<file path="config.mk">
export PLATFORM = sky130hd
export DESIGN_NAME = asrm_ctrl
export DESIGN_NICKNAME = d
export VERILOG_FILES = /design/src/rtl/asrm_pkg.sv /design/src/rtl/asrm_ctrl.sv
export SDC_FILE = /design/constraint.sdc
export NUM_CORES = 1
export LEC_CHECK = 0
export CORE_MARGIN = 4
export CORE_UTILIZATION = 40
export DETAILED_ROUTE_END_ITERATION = 7
export GPL_ROUTABILITY_DRIVEN = 0
export PLACE_DENSITY = 0.74
export RECOVER_POWER = 100
export SLEW_MARGIN = 20
export SYNTH_ARGS = -nofsm -noshare
export SYNTH_HDL_FRONTEND = slang
export SYNTH_SLANG_ARGS = --single-unit
</file>
<file path="constraint.sdc">
create_clock -name clk -period 2.02 [get_ports clk]
set_clock_uncertainty 0.2 [all_clocks]
set_input_delay 0.404 -clock clk [delete_from_list [all_inputs] [get_ports clk]]
set_output_delay 0.404 -clock clk [all_outputs]
set_load 0.1 [all_outputs]
</file>
<file path="src/rtl/asrm_pkg.sv">
// Shared ASRM definitions: special register ids, special opcodes, controller state encodings.
// Latency: n/a (constants and types only).
// Backpressure: n/a.
package asrm_pkg;

    // Register ids as seen on the ALU destination field.
    localparam logic [3:0] pc_id = 4'd15;   // destination that redirects the PC
    localparam logic [3:0] sr_id = 4'd14;   // status register written by compare ops

    // Opcodes the controller itself has to recognise.
    localparam logic [7:0] inst_slp   = 8'hFE;
    localparam logic [7:0] inst_debug = 8'hFF;

    // Controller states, 2-bit encoding.
    typedef enum logic [1:0] {
        ctrl_fetch = 2'd0,
        ctrl_exec  = 2'd1,
        ctrl_sleep = 2'd2,
        ctrl_hold  = 2'd3
    } ctrl_state_t;

endpackage

</file>
<file path="src/rtl/asrm_ctrl.sv">
// ASRM instruction sequencer: fetch byte into IR, expose IR to ALU, commit ALU result to RF or PC.
// Latency: 2 cycles/instruction minimum (FETCH with same-cycle ack, EXEC); commit visible the cycle after EXEC.
// Backpressure: mem_req/mem_addr held until mem_ack; SLEEP stalls until wake (HOLD until step when enabled).
//
// Ports:
//   clk, reset (async, active-low)
//   mem_req/mem_addr/mem_ack/mem_data : instruction fetch handshake, address = PC
//   alu_instruction/alu_out/alu_out_reg: IR to ALU, result and destination id back
//   rf_we/rf_waddr/rf_wdata           : registered register-file write, one cycle per commit
//   wake, sleeping                    : sleep control/status
//   pc, debug_pulse                   : current PC, one-cycle pulse when inst_debug commits
// Build option: ASRM_SINGLE_STEP_EN adds input step and the HOLD state (pause after every commit).
module asrm_ctrl
    import asrm_pkg::*;
#(
    parameter int wordsize = 16
) (
    input  logic                clk,
    input  logic                reset,
`ifdef ASRM_SINGLE_STEP_EN
    input  logic                step,
`endif
    output logic                mem_req,
    output logic [wordsize-1:0] mem_addr,
    input  logic                mem_ack,
    input  logic [7:0]          mem_data,
    output logic [7:0]          alu_instruction,
    input  logic [wordsize-1:0] alu_out,
    input  logic [3:0]          alu_out_reg,
    output logic                rf_we,
    output logic [3:0]          rf_waddr,
    output logic [wordsize-1:0] rf_wdata,
    input  logic                wake,
    output logic [wordsize-1:0] pc,
    output logic                sleeping,
    output logic                debug_pulse
);

`ifdef ASRM_SINGLE_STEP_EN
    localparam ctrl_state_t reset_state = ctrl_hold;
`else
    localparam ctrl_state_t reset_state = ctrl_fetch;
`endif

    ctrl_state_t         state, state_nxt;
    logic [wordsize-1:0] pc_q, pc_nxt;
    logic [7:0]          ir_q, ir_nxt;
    logic                mem_req_q, mem_req_nxt;
    logic                rf_we_q, rf_we_nxt;
    logic [3:0]          rf_waddr_q, rf_waddr_nxt;
    logic [wordsize-1:0] rf_wdata_q, rf_wdata_nxt;
    logic                debug_q, debug_nxt;

    always_ff @(posedge clk or negedge reset) begin
        if (!reset) begin
            state      <= reset_state;
            pc_q       <= '0;
            ir_q       <= '0;
            mem_req_q  <= 1'b0;
            rf_we_q    <= 1'b0;
            rf_waddr_q <= '0;
            rf_wdata_q <= '0;
            debug_q    <= 1'b0;
        end else begin
            state      <= state_nxt;
            pc_q       <= pc_nxt;
            ir_q       <= ir_nxt;
            mem_req_q  <= mem_req_nxt;
            rf_we_q    <= rf_we_nxt;
            rf_waddr_q <= rf_waddr_nxt;
            rf_wdata_q <= rf_wdata_nxt;
            debug_q    <= debug_nxt;
        end
    end

    // Every transition into FETCH raises mem_req in the same edge so a
    // same-cycle ack keeps the 2-cycle instruction rate. Only the FETCH entered
    // straight out of reset spends one cycle raising the request.
    always_comb begin
        state_nxt    = state;
        pc_nxt       = pc_q;
        ir_nxt       = ir_q;
        mem_req_nxt  = mem_req_q;
        rf_we_nxt    = 1'b0;
        rf_waddr_nxt = rf_waddr_q;
        rf_wdata_nxt = rf_wdata_q;
        debug_nxt    = 1'b0;
        case (state)
            ctrl_fetch: begin
                if (!mem_req_q) begin
                    mem_req_nxt = 1'b1;
                end else if (mem_ack) begin
                    ir_nxt      = mem_data;
                    pc_nxt      = pc_q + wordsize'(1);
                    mem_req_nxt = 1'b0;
                    state_nxt   = ctrl_exec;
                end
            end
            ctrl_exec: begin
                // A failed jif arrives as an ordinary write to register 0.
                if (alu_out_reg == pc_id) begin
                    pc_nxt = alu_out;
                end else begin
                    rf_we_nxt    = 1'b1;
                    rf_waddr_nxt = alu_out_reg;
                    rf_wdata_nxt = alu_out;
                end
                debug_nxt = (ir_q == inst_debug);
                if (ir_q == inst_slp) begin
                    state_nxt = ctrl_sleep;
                end else begin
`ifdef ASRM_SINGLE_STEP_EN
                    state_nxt   = ctrl_hold;
`else
                    state_nxt   = ctrl_fetch;
                    mem_req_nxt = 1'b1;
`endif
                end
            end
            ctrl_sleep: begin
                if (wake) begin
                    state_nxt   = ctrl_fetch;
                    mem_req_nxt = 1'b1;
                end
            end
            ctrl_hold: begin
`ifdef ASRM_SINGLE_STEP_EN
                if (step) begin
                    state_nxt   = ctrl_fetch;
                    mem_req_nxt = 1'b1;
                end
`else
                // Unreachable without single-step; recover into FETCH.
                state_nxt   = ctrl_fetch;
                mem_req_nxt = 1'b1;
`endif
            end
        endcase
    end

    assign mem_req         = mem_req_q;
    assign mem_addr        = pc_q;
    assign pc              = pc_q;
    assign alu_instruction = ir_q;
    assign rf_we           = rf_we_q;
    assign rf_waddr        = rf_waddr_q;
    assign rf_wdata        = rf_wdata_q;
    assign sleeping        = (state == ctrl_sleep);
    assign debug_pulse     = debug_q;

endmodule
</file>
==> out/summary.txt <==
status: complete, no violations
critical path buffer and inverter count: 2
clk sinks: 49
Yosys top cell area share: 0.490
pre-CTS setup slack: -0.0734 ns
slowest stage delay, CP: 0.39 ns
drt total wl: 6.90 mm
die area: 7590 sq um
Setup Buffers After CTS: 0
Max Cap Violations: 0
routed vias/inst: 5.29
Slew Viols, Final: 0
Synth Area in Compound Gates: 0.132
Mapped Nets: 306
top_reg_cell synth: dfrtp_1
first drt pass iteration count: 4
share of layout cells above drive strength 1: 0.275
DR iter-0 viols: 135
top-count cell post-synth: nand2_1
endpoints failing hold: 0
remaining antenna violation count: 0
cell count after synthesis: 273
Multi-input gate area: 1020 sq um
asr flop ratio synth: 1.00
Syn-to-layout area delta: 37.2%
Post-DP HPWL: 5.49 mm
Max FO, Critical Path: 9
Layout Nets: 396
RSZ-0062 raised after global routing: no
XOR/XNOR share of the synthesized area: 0
largest net degree at the start of global routing: 29
worst hold path depth: 2
slowest CP cell: clkbuf_4
core area: 5990 sq um
post-synthesis sequential area ratio: 0.490
worst hold path class: register to register
slew margin rel.: 0.604
I/O pins: 96
fin util: 0.574
vias in the first global route: 2298
CTS root buf: clkbuf_8
CP startpoint kind: register
Die Ht: 87.1 um
# rows: 28
first-pass GRT wire length: 11.4 mm
n_diodes: 0
delay-heaviest family, CP: buffers and inverters
total grt overflow: 0
worst slew pin tran: 0.594 ns
Resize count post-CTS: 0
Port-buffer cells: 95
minimum clock period after layout: 1.91 ns
CTS H-tree lvls: 2
largest family of logic cells by synthesized area: simple AND/OR/NAND/NOR gates
FF+latch area: 1230 sq um
post-synthesis mux area share: 0.00850
Post-Synth Adder-Cell Area: 0.00500
final worst-path cycle share: 0.945
Netlist Area Pre-Place: 2500 sq um
WP depth: 2
Total GRT Usage: 0.191
total CTS buffers: 5
Post-route DRC: 0
r2r worst-path depth: 4
Reg clk slew, reported paths: 0.09 ns
final worst slack: 0.112 ns
Vias: 2323
number of synthesis warnings: 0
Area contributors post-synth: dfrtp_1, nand2_1, buf_4, nand4_1, a21oi_1
critical path class: register to primary output
critical path cell sequence: clkbuf_2 -> clkbuf_4
register bit total from synthesis: 49
DIE WIDTH: 87.1 um
filler instances: 531
Mean Syn Cell Area: 9.17 sq um
critical path required time: 1.42 ns
WL/cell: 15.7 um
Post-synth EDFFs: 0
top cells by count, synth: nand2_1, dfrtp_1, buf_4, nor2_1, a21oi_1
simple-gate portion of the synthesized area: 0.266
CTS Buffer Depth: 2
CTS tree: done
antenna violations before repair: 0
distinct cell type count after synthesis: 47
Fmax: 0.524 GHz
Final setup viols: 0
crit path DAT: 1.30 ns
Initial Util: 0.418
Worst-Skew Late Latency: 0.30 ns
Crit. End Element: primary output
area leader, netlist: dfrtp_1
[path summary, 6_finish.rpt]
| kind | startpoint | end | slack, ns |
|---|---|---|---|
| worst max-delay path | mem_addr[4]$_DFFE_PN0P_ | mem_addr[4] | 0.11 |
| worst min-delay path | rf_wdata[12]$_DFFE_PN0P_ | rf_wdata[12]$_DFFE_PN0P_ | 0.28 |
| worst max register to register | mem_addr[2]$_DFFE_PN0P_ | mem_addr[9]$_DFFE_PN0P_ | 0.19 |
| worst min register to register | rf_wdata[12]$_DFFE_PN0P_ | rf_wdata[12]$_DFFE_PN0P_ | 0.28 |
| max in group asynchronous | reset | rf_waddr[3]$_DFFE_PN0P_ | 0.36 |
| min in group asynchronous | reset | mem_addr[14]$_DFFE_PN0P_ | 0.41 |
[layout by cell type, fill, tap and decap left out, types with 2 or more instances in the layout]
master           count
a21oi_1             12
a22oi_1              2
a311oi_1             4
a31oi_1              2
and2_1               2
and4_1               4
buf_12              13
buf_2                6
buf_4               14
clkbuf_1             2
clkbuf_2            39
clkbuf_4            10
clkbuf_8             6
clkdlybuf4s50_1     30
dfrtp_1             46
dfrtp_2              3
inv_1                5
nand2_1             82
nand2b_1             3
nand3_1              8
nand4_1             10
nor2_1              14
nor2b_1              3
nor3_1               4
o21ai_0              9
o221ai_1             2
o22a_1               5
o22ai_1              2
[sequential cells by signal, indices dropped and copies added, names as in the netlist]
register,flops
alu_instruction,8
debug_pulse,1
mem_addr,16
mem_req,1
rf_waddr,4
rf_wdata,16
rf_we,1
state,2
[worst register-to-register path, stage by stage, from the launching register on]
cell and delay (ns):
dfrtp_1 0.51, and4_1 0.36, and2_0 0.28, a41oi_1 0.15, o22a_1 0.22
[final cells by class]
| cell class | instances | area share |
|---|---|---|
| repair buffers | 114 | 0.285 |
| multi-input cells | 187 | 0.296 |
| well taps | 75 | 0.0273 |
| clock inverters | 1 | 0.00218 |
| clock buffers | 7 | 0.0251 |
| flip-flops and latches | 49 | 0.358 |
| inverters | 6 | 0.00655 |
[repair_timing]
item | in CTS | in global routing
hold buffers | 1 | 0
endpoints found under the hold margin | 8 | 0
setup endpoints to repair | 0 | 0
[metal layers]
metal  part of all wire  global-route usage  vias to the layer above
met3               0.11              0.0672                       11
li1                   -                   -                     1100
met2               0.48               0.313                      115
met4              0.016              0.0628                        0
met5                  0                   0                        -
met1               0.39               0.234                     1097
[metrics by stage]
step	cell area [sq um]	setup TNS, ns	instances	hold WS (ns)
2_1_floorplan	2520	0	273	-0.0916
3_3_place_gp	4130	-0.00725	430	0.0954
3_5_place_dp	4130	-0.194	430	0.0992
4_1_cts	4230	0	439	0.294
5_1_grt	3440	0	439	0.314
6_report	3440	0	439	0.280
[kinds of logic after synthesis]
group	after synthesis
simple gates	137
compound gates	47
flops	49
fa+ha+maj	1
mux	2
buf+inv	37
Power is not shown: default switching activity piles up to over one toggle a cycle in this logic, so the estimate is an artifact.
